File: config.mk
export PLATFORM = sky130hd
export DESIGN_NAME = cdb_arbiter
export DESIGN_NICKNAME = d
export VERILOG_FILES = /design/src/rtl/cdb_arbiter.sv
export SDC_FILE = /design/constraint.sdc
export NUM_CORES = 1
export LEC_CHECK = 0
export BUFFER_PORTS_ARGS = -buffer_cell sky130_fd_sc_hd__buf_2
export CAP_MARGIN = 20
export CORE_MARGIN = 5
export CORE_UTILIZATION = 47
export CTS_CLUSTER_SIZE = 30
export DETAILED_ROUTE_END_ITERATION = 10
export GPL_ROUTABILITY_DRIVEN = 0
export PLACE_DENSITY = 0.78
export SKIP_CTS_REPAIR_TIMING = 1
export SYNTH_ARGS = -nofsm -noshare
export SYNTH_HDL_FRONTEND = slang
export SYNTH_SLANG_ARGS = --single-unit
File: constraint.sdc
create_clock -name clk -period 5.02 [get_ports clk]
set_clock_uncertainty 0.15 [all_clocks]
set_input_delay 1.004 -clock clk [delete_from_list [all_inputs] [get_ports clk]]
set_output_delay 1.004 -clock clk [all_outputs]
set_load 0.05 [all_outputs]
File: src/rtl/cdb_arbiter.sv
`default_nettype none
// ============================================================================
//  Module      : cdb_arbiter
//  Description : Common-data-bus arbiter. Holds one completed result per
//                functional-unit port and drains at most two per cycle onto
//                the two register-file write ports in round-robin order.
//                Optional macro CDB_BYPASS_EN lets an empty port's incoming
//                result be granted in the cycle it arrives.
//  Revision    : 1.0 - initial release
// ============================================================================
module cdb_arbiter #(
  parameter int                  NUM_FU        = 4,
  parameter int                  DATA_W        = 64,
  parameter int                  PHYS_REG      = 7,
  parameter logic [PHYS_REG-1:0] PHYS_ZERO_REG = '0
) (
  input  logic                       clk,
  input  logic                       reset,
  input  logic                       flush,
  input  logic [NUM_FU-1:0]          fu_valid,
  input  logic [NUM_FU*PHYS_REG-1:0] fu_tag,
  input  logic [NUM_FU*DATA_W-1:0]   fu_data,
  output logic [NUM_FU-1:0]          fu_ready,
  output logic                       wra_en,
  output logic                       wrb_en,
  output logic [PHYS_REG-1:0]        wra_idx,
  output logic [PHYS_REG-1:0]        wrb_idx,
  output logic [DATA_W-1:0]          wra_data,
  output logic [DATA_W-1:0]          wrb_data
);

  // Four ports, so the round-robin pointer wraps naturally in two bits.
  localparam int PTR_W = 2;

  logic [NUM_FU-1:0]   hold_valid_q, hold_valid_d;
  logic [PHYS_REG-1:0] hold_tag_q  [NUM_FU];
  logic [PHYS_REG-1:0] hold_tag_d  [NUM_FU];
  logic [DATA_W-1:0]   hold_data_q [NUM_FU];
  logic [DATA_W-1:0]   hold_data_d [NUM_FU];
  logic [PTR_W-1:0]    rr_ptr_q, rr_ptr_d;

  logic [PHYS_REG-1:0] in_tag   [NUM_FU];
  logic [DATA_W-1:0]   in_data  [NUM_FU];
  logic [NUM_FU-1:0]   in_live;
  logic [NUM_FU-1:0]   cand;
  logic [PHYS_REG-1:0] src_tag  [NUM_FU];
  logic [DATA_W-1:0]   src_data [NUM_FU];
  logic [NUM_FU-1:0]   grant;
  logic                gnt_a_vld, gnt_b_vld;
  logic [PTR_W-1:0]    gnt_a_idx, gnt_b_idx, scan_idx;
  logic                arb_off;

  // Reset and flush both silence the bus and block acceptance.
  assign arb_off = reset | flush;

  generate
    for (genvar g = 0; g < NUM_FU; g++) begin : g_unpack
      assign in_tag[g]  = fu_tag[g*PHYS_REG +: PHYS_REG];
      assign in_data[g] = fu_data[g*DATA_W +: DATA_W];
      // A zero-tag result has no architectural destination and is dropped.
      assign in_live[g] = fu_valid[g] & (in_tag[g] != PHYS_ZERO_REG);
    end
  endgenerate

  // Grant candidates and the tag/data each candidate would put on the bus.
  always_comb begin
    cand = '0;
    for (int i = 0; i < NUM_FU; i++) begin
`ifdef CDB_BYPASS_EN
      cand[i]     = ~arb_off & (hold_valid_q[i] | in_live[i]);
      src_tag[i]  = hold_valid_q[i] ? hold_tag_q[i]  : in_tag[i];
      src_data[i] = hold_valid_q[i] ? hold_data_q[i] : in_data[i];
`else
      cand[i]     = ~arb_off & hold_valid_q[i];
      src_tag[i]  = hold_tag_q[i];
      src_data[i] = hold_data_q[i];
`endif
    end
  end

  // Round-robin scan from rr_ptr: first hit drives port a, second port b.
  always_comb begin
    grant     = '0;
    gnt_a_vld = 1'b0;
    gnt_b_vld = 1'b0;
    gnt_a_idx = '0;
    gnt_b_idx = '0;
    scan_idx  = '0;
    for (int k = 0; k < NUM_FU; k++) begin
      scan_idx = rr_ptr_q + PTR_W'(k);
      if (cand[scan_idx] && !gnt_b_vld) begin
        if (!gnt_a_vld) begin
          gnt_a_vld = 1'b1;
          gnt_a_idx = scan_idx;
        end else begin
          gnt_b_vld = 1'b1;
          gnt_b_idx = scan_idx;
        end
        grant[scan_idx] = 1'b1;
      end
    end
  end

  // Write ports and per-port accept; idle write ports present zero.
  always_comb begin
    wra_en   = gnt_a_vld;
    wrb_en   = gnt_b_vld;
    wra_idx  = gnt_a_vld ? src_tag[gnt_a_idx]  : PHYS_ZERO_REG;
    wrb_idx  = gnt_b_vld ? src_tag[gnt_b_idx]  : PHYS_ZERO_REG;
    wra_data = gnt_a_vld ? src_data[gnt_a_idx] : '0;
    wrb_data = gnt_b_vld ? src_data[gnt_b_idx] : '0;
    fu_ready = (~hold_valid_q | grant) & {NUM_FU{~arb_off}};
  end

  // Holding-register and pointer next state.
  always_comb begin
    for (int i = 0; i < NUM_FU; i++) begin
      hold_valid_d[i] = hold_valid_q[i] & ~grant[i];
      hold_tag_d[i]   = hold_tag_q[i];
      hold_data_d[i]  = hold_data_q[i];
      // A result granted straight off the input (empty port) is never held.
      if (fu_ready[i] && in_live[i] && !(grant[i] && !hold_valid_q[i])) begin
        hold_valid_d[i] = 1'b1;
        hold_tag_d[i]   = in_tag[i];
        hold_data_d[i]  = in_data[i];
      end
    end
    if (flush) begin
      hold_valid_d = '0;
    end
    rr_ptr_d = rr_ptr_q;
    if (gnt_b_vld) begin
      rr_ptr_d = gnt_b_idx + PTR_W'(1);
    end else if (gnt_a_vld) begin
      rr_ptr_d = gnt_a_idx + PTR_W'(1);
    end
  end

  // Control state with synchronous reset.
  always_ff @(posedge clk) begin
    if (reset) begin
      hold_valid_q <= '0;
      rr_ptr_q     <= '0;
    end else begin
      hold_valid_q <= hold_valid_d;
      rr_ptr_q     <= rr_ptr_d;
    end
  end

  // Payload registers are qualified by hold_valid and need no reset.
  always_ff @(posedge clk) begin
    for (int i = 0; i < NUM_FU; i++) begin
      hold_tag_q[i]  <= hold_tag_d[i];
      hold_data_q[i] <= hold_data_d[i];
    end
  end

endmodule
`default_nettype wire
* Yosys cells after proc, flatten, opt, wreduce, memory -nomap -nowiden
Memory sizes are Yosys's and may differ from the RTL's.
Index checks and enable logic that the tools add are counted.
** Operators by class
- Add/subtract/negate cells :: 5
- $lt $le $gt $ge :: 10
- Multiplexer cells :: 73
- Bitwise gates (word level) :: 26
- Reductions and logical operators :: 34
** Operator list (count)
- two-way mux 64 bit :: 10
- binary-select mux 64 bit (select 2 bit) :: 2
- two-way mux 7 bit :: 10
- two-way mux 2 bit :: 15
- binary-select mux 7 bit (select 2 bit) :: 2
- nonzero test 7 bit :: 4
- two-way mux 1 bit :: 22
- logical AND 1 bit :: 18
- two-way mux 4 bit :: 4
- bitwise OR 4 bit :: 4
- bitwise AND 1 bit :: 12
- < comparator 2 x 3 -> 1 bit, second input constant :: 4
- logical NOT 1 bit :: 10
- binary-select mux 1 bit (select 2 bit) :: 4
- demux 1 bit (select 2 bit) :: 4
- greater-or-equal comparator 2 x 1 -> 1 bit, second input constant :: 4
- adder 2 x 1 -> 2 bit, second input constant :: 3
- greater-or-equal comparator 3 bit, second input constant :: 2
- NOT 2 -> 3 bit :: 2
- NOT 1 bit :: 5
- adder 2 bit, second input constant :: 2
- bitwise AND 4 bit :: 1
- NOT 4 bit :: 1
- nonzero test 2 bit :: 1
- 2 further kinds :: 2
** Storage, ports and cells
- Register bits :: 6
- Bits in writable memories :: 284
- Output and inout bits :: 148
- Logic and storage cells :: 152
- Memories :: 2
** Memories
- hold_data_q :: depth 4, width 64, read ports 4, clocked after Yosys merged registers in 0, write ports 4, line 38 : logic [DATA_W-1:0] hold_data_q [NUM_FU];
- hold_tag_q :: depth 4, width 7, read ports 4, clocked after Yosys merged registers in 0, write ports 4, line 36 : logic [PHYS_REG-1:0] hold_tag_q [NUM_FU];

* Logic depth before layout (Yosys ltp)
Gate-level depths: netlist of run 1.
- Depth in word-level cells :: 19
- Depth in mapped cells :: 13
- Mapped depth without buffers :: 9

* Least setup slack after synthesis of run 1
Ideal clock, no wire load.
- Kind :: register to output
- Start point :: register rr_ptr_q[0]
- End point :: output wrb_data[0]
- Arrival :: 4.403 ns
- Required time :: 3.866 ns
- Path slack :: -0.537 ns
- Stages on the path, launching flop included :: 12
- Path buffers :: 3
- Path through :: dfxtp_1 buf_2 inv_1 ha_1 or3b_1 o22ai_2 buf_2 nor2_1 a21oi_1 nand2_1 clkbuf_1 o22ai_1
** On the way
- Elaborated cells on any way between the ends :: 35
- Classes of those cells :: add/sub: 3; mux: 27; bitwise: 1; reduce/logical: 4
** RTL lines
- start, declared :: line 40 : logic [PTR_W-1:0] rr_ptr_q, rr_ptr_d;
- start signal, assigned :: line 146 : rr_ptr_q <= rr_ptr_d;
- parallel branches: the longest is 10 deep, another holds adder 2 x 1 -> 2 bit
- two-way mux 1 bit * :: line 91 : if (cand[scan_idx] && !gnt_b_vld) begin
- named net wrb_en :: line 25 : output logic wrb_en,
- two-way mux 64 bit * :: line 111 : wrb_data = gnt_b_vld ? src_data[gnt_b_idx] : '0;
- end, declared :: line 29 : output logic [DATA_W-1:0] wrb_data
Mark *: on every way through the listed nets, which the timed path passes. The select of a mux whose other input is x is not followed.

* Final worst setup path of run 1
- Start point :: register rr_ptr_q[0]
- End point :: output wra_data[24]
** On the way
- Longest elaborated chain between the ends :: 16
- Elaborated cells on any way between the ends :: 35
- Classes of those cells :: add/sub: 3; mux: 27; bitwise: 1; reduce/logical: 4
** RTL lines
- parallel branches: the longest is 15 deep, another holds adder 2 x 1 -> 2 bit
- two-way mux 64 bit * :: line 110 : wra_data = gnt_a_vld ? src_data[gnt_a_idx] : '0;
- end, declared :: line 28 : output logic [DATA_W-1:0] wra_data,
Every way passes the cells marked *. The select of a mux whose other input is x is not followed.

==> results of run 1 <==
==> flip-flops by register name (all words and copies together), names as in the netlist <==
register	flops
hold_data_q	256
hold_valid_q	4
rr_ptr_q	2
hold_tag_q	28
==> through the flow <==
| step | setup TNS [ns] | instances |
|---|---|---|
| 6_report | 0 | 1708 |
| 5_1_grt | -0.161 | 1707 |
| 4_1_cts | -10.71 | 1678 |
| 3_5_place_dp | 0 | 1624 |
| 3_3_place_gp | 0 | 1624 |
| 2_1_floorplan | -9.75 | 827 |
==> worst max-delay path, stage by stage, from the launching register on <==
cell        delay [ns]
dfxtp_2           0.35
clkinvlp_4        0.14
ha_4              0.32
or3b_4            0.42
o22a_4            0.30
a211o_1           0.35
a211o_4           0.45
clkbuf_16         0.22
mux4_2            0.28
and2_1            0.19
buf_2             0.21
==> final cells by class <==
| class | instances | area (sq um) | area share (%) |
|---|---|---|---|
| clock inverter | 18 | 213 | 1.17 |
| tap | 384 | 480 | 2.65 |
| multi-input combinational | 476 | 4950 | 27.3 |
| inverter | 2 | 11.3 | 0.0620 |
| sequential | 290 | 8650 | 47.6 |
| antenna | 8 | 20.0 | 0.110 |
| clock buffer | 36 | 795 | 4.37 |
| timing repair buffer | 494 | 3040 | 16.8 |
==> cells by family (layout without fill, tap and decap cells) <==
family	Yosys count	after routing	share of synthesized area [%]
DFF	290	290	62.7
and+or+nand+nor	123	123	5.30
other	0	8	0
muxes	221	221	22.6
AOI/OAI and AO/OA	109	111	5.30
xor gates and xnor gates	8	8	0.508
adders and majority gates	13	13	1.09
buffers and inverters	63	550	2.46
==> power by group <==
part           switching [mW]  internal [mW]  leakage [nW]  total (mW)
logic                   0.609          0.419          3.66        1.03
clock network           0.914           1.37         0.488        2.29
registers              0.0425           2.76          2.65        2.80
total                    1.57           4.55          6.80        6.11
==> per-layer routing <==
layer,vias to the layer above,wire (um),track usage [%]
li1,4327,-,-
met1,4921,15600,30.1
met2,629,21600,41.3
met3,119,4060,5.43
met4,8,1800,8.89
met5,-,48,0
==> path summary, 6_finish.rpt <==
kind	from	to	slack, ns	cells past startpoint
hold / removal	fu_data[243]	hold_data_q[3][51]$_DFFE_PP_	0.47	1
setup / recovery	rr_ptr_q[0]$_SDFFE_PP0P_	wra_data[24]	0.07	10
setup reg to reg	rr_ptr_q[0]$_SDFFE_PP0P_	hold_data_q[2][17]$_DFFE_PP_	1.13	11
hold reg to reg	rr_ptr_q[0]$_SDFFE_PP0P_	rr_ptr_q[0]$_SDFFE_PP0P_	0.62	3
==> cell usage in the layout (no fill, tap or decap), types with 3 or more instances in the layout <==
master / count
and3_4: 4
bufinv_16: 5
a222oi_1: 4
dfxtp_1: 5
a21boi_0: 4
diode_2: 8
buf_12: 18
xnor2_1: 3
edfxtp_1: 284
ha_1: 7
o22ai_1: 75
mux2i_1: 146
maj3_1: 5
clkinv_2: 5
clkbuf_16: 37
nand3_1: 7
buf_4: 36
clkbuf_1: 5
clkinv_1: 6
and2_1: 79
a21oi_1: 9
clkbuf_4: 9
nor4_1: 5
or3_1: 3
buf_2: 420
mux4_2: 71
o21ai_0: 3
clkinvlp_4: 3
nor2_1: 7
xor2_1: 5
nand2_1: 3
nor3_1: 5
==> results.ini, run 1 <==
[detailed_routing]
drt-vias-per-instance=5.86
dr_total_vias=10000
drcViolationCount=0
drt_iter0_drc=714
routed_wl_um=43100
firstDrtPassIters=7
routedWlPerCell_um=25.3
drtAntennaViolNets=0

[floorplanning]
start_util_pct=47.8
die-area_sq_mm=0.0329
die_height_um=181
fp.dieW_um=181
placementRows=62
ios=439
core_area_sq_mm=0.0289

[cts]
clockBufferDepth=3
htreeDepth=1
clkTransAtPathRegs_ns=0.07
numCtsBuffers=30
cts_root_buffer=clkbuf_16
cts.sinks=290
cts_tree=built
clock_latency_ns=0.55

[grt]
grt_pass1_wl_um=61700
grt_overflow_total=0
antenna_found_initial=12
grt_pass1_vias=10500
grt_max_degree=73
grt.total_usage_pct=24.1

[finish]
fin_nets=1593
drive_above_1_share_pct=48.3
syn2layout_area_growth_pct=31.8
fin_area_sq_mm=0.0182
fillers=2098
final_util_pct=62.9

[worst_setup_path]
end_kind=output pin
critPathKind=reg -> out
crit_required_ns=3.87
cp-start-kind=flip-flop
crit_fanout=11
crit_arrival_ns=3.79

[placement]
port_buffers=438
hpwl_um=29200
pre_cts_slack_ns=0.205
placed_area_sq_mm=0.0167

[timing]
setup_viol=0
fmax_mhz=202
finalWorstSetupSlack_ns=0.0721
slew_viol_final=0
hold_viol_final=0
finalCriticalPeriod_ns=4.95
hold_slack_ns=0.465
fin_crit_sh_pct=98.6
max_slew_margin_pct=52.7
worst_pin_slew_ns=0.709

[synth]
ys_ff_latch=290
synth_fp_nets=1126
synth-seq-area-share_pct=62.7
ys_top_cells_by_count=edfxtp_1, mux2i_1, and2_1, o22ai_1, mux4_2
synth_edf_count=284
syn_avg_cell_area_sq_um=16.7
ys_types=42
yosysMostFrequentCell=edfxtp_1
async_flop_share_pct=0
synth_flop_cell=edfxtp_1
ys_warn_count=0
yosysTopAreaCell=edfxtp_1
syn-instance-count=827
synthTopCellsByArea=edfxtp_1, mux4_2, mux2i_1
synth_area_sq_mm=0.0138
synth_top_area_share_pct=61.9

[hold_path]
hold_class=in -> reg

[power]
peakVddDrop_mv=0.299
powerDensity_mw_per_mm2=337
power_mw=6.11
p_leak_nw=6.80

[flow_run]
cap_violations=0

[status]
status=finished clean

Power figures use the tool's default switching activity.
==> inputs of run 2 (changes only) <==
--- a/config.mk
+++ b/config.mk
@@ -5,6 +5,7 @@
 export SDC_FILE = /design/constraint.sdc
 export NUM_CORES = 1
 export LEC_CHECK = 0
+export ABC_AREA = 1
 export BUFFER_PORTS_ARGS = -buffer_cell sky130_fd_sc_hd__buf_2
 export CAP_MARGIN = 20
 export CORE_MARGIN = 5
@@ -12,7 +13,8 @@
 export CTS_CLUSTER_SIZE = 30
 export DETAILED_ROUTE_END_ITERATION = 10
 export GPL_ROUTABILITY_DRIVEN = 0
-export PLACE_DENSITY = 0.78
+export MAX_ROUTING_LAYER = met4
+export PLACE_DENSITY = 0.77
 export SKIP_CTS_REPAIR_TIMING = 1
 export SYNTH_ARGS = -nofsm -noshare
 export SYNTH_HDL_FRONTEND = slang
==> results.ini, run 2 <==
[timing]
hold_slack_ns=0.399
hold_viol_final=0
max_slew_margin_pct=56.4
slew_viol_final=0
worst_pin_slew_ns=0.655
fin_crit_sh_pct=96.7
fmax_mhz=206
setup_viol=0
rsz0062_at_grt=yes
finalCriticalPeriod_ns=4.86

[worst_setup_path]
path_cells=inv_2 > ha_2 > inv_2 > nand3_1 > nand2_2 > nand2_2 > a21oi_4 > nand2_2 > nand2_4 > nand2_8 > buf_16 > o21ai_1 > a21oi_1 > nor2_1 > buf_2
crit_buf_inv=4
crit_top_cell=nand2_2
crit_family=simple AND/OR/NAND/NOR gates
crit_arrival_ns=3.70
critPathMaxStageDelay_ns=0.37
crit_fanout=66
cp_slowest_cell=dfxtp_2
cp-start-kind=flip-flop
crit_required_ns=3.87
end_kind=output pin
critPathKind=reg -> out

[synth]
yosysMostFrequentCell=nand2_1
synth_top_family_by_area=compound AO/OA/AOI/OAI gates
syn-instance-count=1547
yosys.area_share.simple_pct=13.7
synth_edf_count=284
synth-seq-area-share_pct=59.1
synth_flop_cell=edfxtp_1
ys_types=32
synth_area_sq_mm=0.0146
ys_top_cells_by_count=nand2_1, edfxtp_1, a21oi_1, inv_1, o211ai_1
ys_warn_count=0
synthTopCellsByArea=edfxtp_1, nand2_1, a21oi_1
synth_top_area_share_pct=58.3
syn_avg_cell_area_sq_um=9.46
ys_ff_latch=290
synth-xor-area-share_pct=0
synth-compound-area-share_pct=18.8
yosysTopAreaCell=edfxtp_1
synth_fp_nets=1846
async_flop_share_pct=0
synth_fa_ha_area_share_pct=0.684
synthMuxAreaShare_pct=0

[floorplanning]
fp.dieW_um=186
ios=439
die_height_um=186
start_util_pct=47.7
placementRows=64
die-area_sq_mm=0.0348
core_area_sq_mm=0.0307

[hold_path]
hold_class=reg -> reg

[flow_run]
cap_violations=0

[detailed_routing]
drt-vias-per-instance=5.64
routedWlPerCell_um=20.0
drtAntennaViolNets=0
routed_wl_um=48000
drt_iter0_drc=1352
dr_total_vias=13600
drcViolationCount=0
firstDrtPassIters=7

[cts]
cts_root_buffer=clkbuf_16
htreeDepth=1
cts.sinks=290
clockBufferDepth=3
cts_tree=built
clkTransAtPathRegs_ns=0.06
clock_latency_ns=0.57
numCtsBuffers=31

[placement]
port_buffers=438
hpwl_um=32700
placed_area_sq_mm=0.0175

[finish]
top_regs=hold_data_q (256), hold_tag_q (28), hold_valid_q (4)
regMostFlops=hold_data_q
fin_area_sq_mm=0.0187
mostFrequentLayoutCells=buf_2, nand2_1, edfxtp_1
fillers=2477
syn2layout_area_growth_pct=27.6
drive_above_1_share_pct=28.5
layout_commonest_cell=buf_2
final_util_pct=60.9
largest_reg_flops=256
fin_nets=2266

[grt]
grt.total_usage_pct=26.8
grt_pass1_wl_um=73200
grt_max_degree=72
grt_pass1_vias=13700
grt_overflow_total=0
antenna_found_initial=15

[status]
status=finished clean

run 2: through the flow:
step	std cells	worst slack [ns]	TNS [ns]
detailed placement	2324	0.266	0
finish	2402	0.165	0
floorplan	1547	0.286	0
CTS	2381	-0.192	-8.72
global route	2402	-0.0303	-0.0782
global placement	2324	0.349	0
run 2: cell type report:
| class | instances | area, sq um | area share [%] |
|---|---|---|---|
| sequential | 290 | 8650 | 46.3 |
| multi-input combinational | 989 | 4960 | 26.6 |
| timing repair buffer | 492 | 2940 | 15.7 |
| clock buffer | 36 | 795 | 4.26 |
| inverter | 163 | 616 | 3.30 |
| tap | 396 | 495 | 2.65 |
| clock inverter | 21 | 173 | 0.925 |
| antenna | 15 | 37.5 | 0.201 |
run 2: worst min-delay path, stage by stage (launching register included):
cell and delay (ns):
dfxtp_1 0.34, nand2_1 0.09, a21oi_1 0.07
run 2: final timing paths:
check,startpoint,end,slack (ns),depth (start not counted)
max,rr_ptr_q[1]$_SDFFE_PP0P_,wrb_data[12],0.16,15
max reg2reg,rr_ptr_q[1]$_SDFFE_PP0P_,hold_data_q[3][13]$_DFFE_PP_,1.42,14
min reg2reg,hold_valid_q[2]$_SDFF_PP0_,hold_valid_q[2]$_SDFF_PP0_,0.40,2
min,hold_valid_q[2]$_SDFF_PP0_,hold_valid_q[2]$_SDFF_PP0_,0.40,2
run 2: cell families after synthesis:
kind of cell / after synthesis
and+or+nand+nor: 502
DFF: 290
adders and majority gates: 8
buffers and inverters: 269
AOI/OAI and AO/OA: 478
run 2: layer usage:
metal	up-vias	routed length, um	track usage, %
li1	6264	-	-
met1	6268	17300	30.7
met2	866	23700	45.0
met3	152	4930	6.04
met4	0	2090	12.3
met5	-	0	-
Power of run 2 is not shown: default switching activity piles up to over one toggle a cycle in this logic, so the estimate is an artifact.
==> inputs of run 3 (changes only) <==
==> constraint.sdc (replaced) <==
create_clock -name clk -period 4.1 [get_ports clk]
set_clock_uncertainty 0.15 [all_clocks]
set_input_delay 0.205 -clock clk [delete_from_list [all_inputs] [get_ports clk]]
set_output_delay 0.205 -clock clk [all_outputs]
set_load 0.05 [all_outputs]
==> results.ini, run 3 (synthesis results as in run 2) <==
[grt]
grt_overflow_total=0
grt_max_degree=72
grt_pass1_wl_um=72000
antenna_found_initial=9
grt_pass1_vias=13400
grt.total_usage_pct=26.5

[worst_setup_path]
critPathKind=reg -> out
crit_fanout=13
cp-start-kind=flip-flop
end_kind=output pin
crit_arrival_ns=3.74
crit_required_ns=3.74

[timing]
setup_viol=0
slew_viol_final=0
finalCriticalPeriod_ns=4.09
rsz0062_at_grt=yes
fmax_mhz=244
hold_slack_ns=0.0183
worst_pin_slew_ns=0.740
setup_tns_ns=0
hold_viol_final=0
fin_crit_sh_pct=99.9
max_slew_margin_pct=50.4

[placement]
hpwl_um=32500
port_buffers=438

[cts]
clockBufferDepth=3
cts_tree=built
htreeDepth=1
clock_latency_ns=0.56
clkTransAtPathRegs_ns=0.07
cts_root_buffer=clkbuf_16
numCtsBuffers=31
cts.sinks=290

[floorplanning]
placementRows=64
start_util_pct=47.7
fp.dieW_um=186
die_height_um=186
die-area_sq_mm=0.0348
core_area_sq_mm=0.0307
ios=439

[status]
status=finished clean

[detailed_routing]
dr_total_vias=15900
drcViolationCount=0
firstDrtPassIters=6
drtAntennaViolNets=0
routed_wl_um=59100
drt-vias-per-instance=5.91
routedWlPerCell_um=22.0
drt_iter0_drc=1877

[finish]
largest_reg_flops=256
mostFrequentLayoutCells=buf_2, nand2_1, dlygate4sd3_1
top_regs=hold_data_q (256), hold_tag_q (28), hold_valid_q (4)
syn2layout_area_growth_pct=48.2
fin_nets=2554
drive_above_1_share_pct=25.5
layout_commonest_cell=buf_2
regMostFlops=hold_data_q
fillers=1924

[hold_path]
hold_class=in -> reg

[flow_run]
cap_violations=0

-- run 3: worst paths after layout --
kind                                                  from                            to  slack (ns)  depth (start not counted)
worst max-delay path              rr_ptr_q[0]$_SDFFE_PP0P_                  wrb_data[41]       0.006                         15
worst min-delay path                           fu_valid[1]    hold_valid_q[1]$_SDFF_PP0_        0.02                          4
worst max register to register    rr_ptr_q[0]$_SDFFE_PP0P_  hold_data_q[1][24]$_DFFE_PP_        0.65                         14
worst min register to register  hold_valid_q[0]$_SDFF_PP0_    hold_valid_q[0]$_SDFF_PP0_        0.40                          2
-- run 3: through the flow --
stage	setup slack (ns)	cells	util (%)	instance area, sq um
5_1_grt	-0.181	2683	70.7	21700
2_1_floorplan	0.306	1547	-	14700
3_3_place_gp	0.249	2317	56.8	17400
3_5_place_dp	0.181	2317	56.8	17400
4_1_cts	-0.442	2373	60.1	18400
6_report	0.00573	2684	70.7	21700
-- run 3: area by class of cell --
| type | instances | area, sq um | share of cell area, % |
|---|---|---|---|
| sequential | 290 | 8660 | 39.9 |
| timing repair buffer | 778 | 5830 | 26.9 |
| multi-input combinational | 991 | 5030 | 23.2 |
| clock buffer | 34 | 787 | 3.63 |
| inverter | 163 | 624 | 2.88 |
| tap | 396 | 495 | 2.28 |
| clock inverter | 22 | 235 | 1.08 |
| antenna | 10 | 25.0 | 0.115 |
-- run 3: critical path, stage by stage (launching register included) --
cell and delay, ns:
dfxtp_4 0.39, inv_4 0.14, ha_2 0.32, inv_2 0.10, nand3_1 0.09, nand2_2 0.16, nand2_2 0.15, a21oi_4 0.28
nand2_2 0.16, nand2_4 0.17, nand2_8 0.16, buf_4 0.24, o21ai_1 0.16, a21oi_1 0.08, nor2_1 0.24, buf_2 0.32
-- run 3: metal layers --
layer,up-vias,share of wire (%),track usage (%)
li1,6837,-,-
met1,7186,33,31.7
met2,1487,48,44.1
met3,345,12,5.10
met4,0,6.7,10.9
met5,-,0,-
Power of run 3 is left out for the same reason.
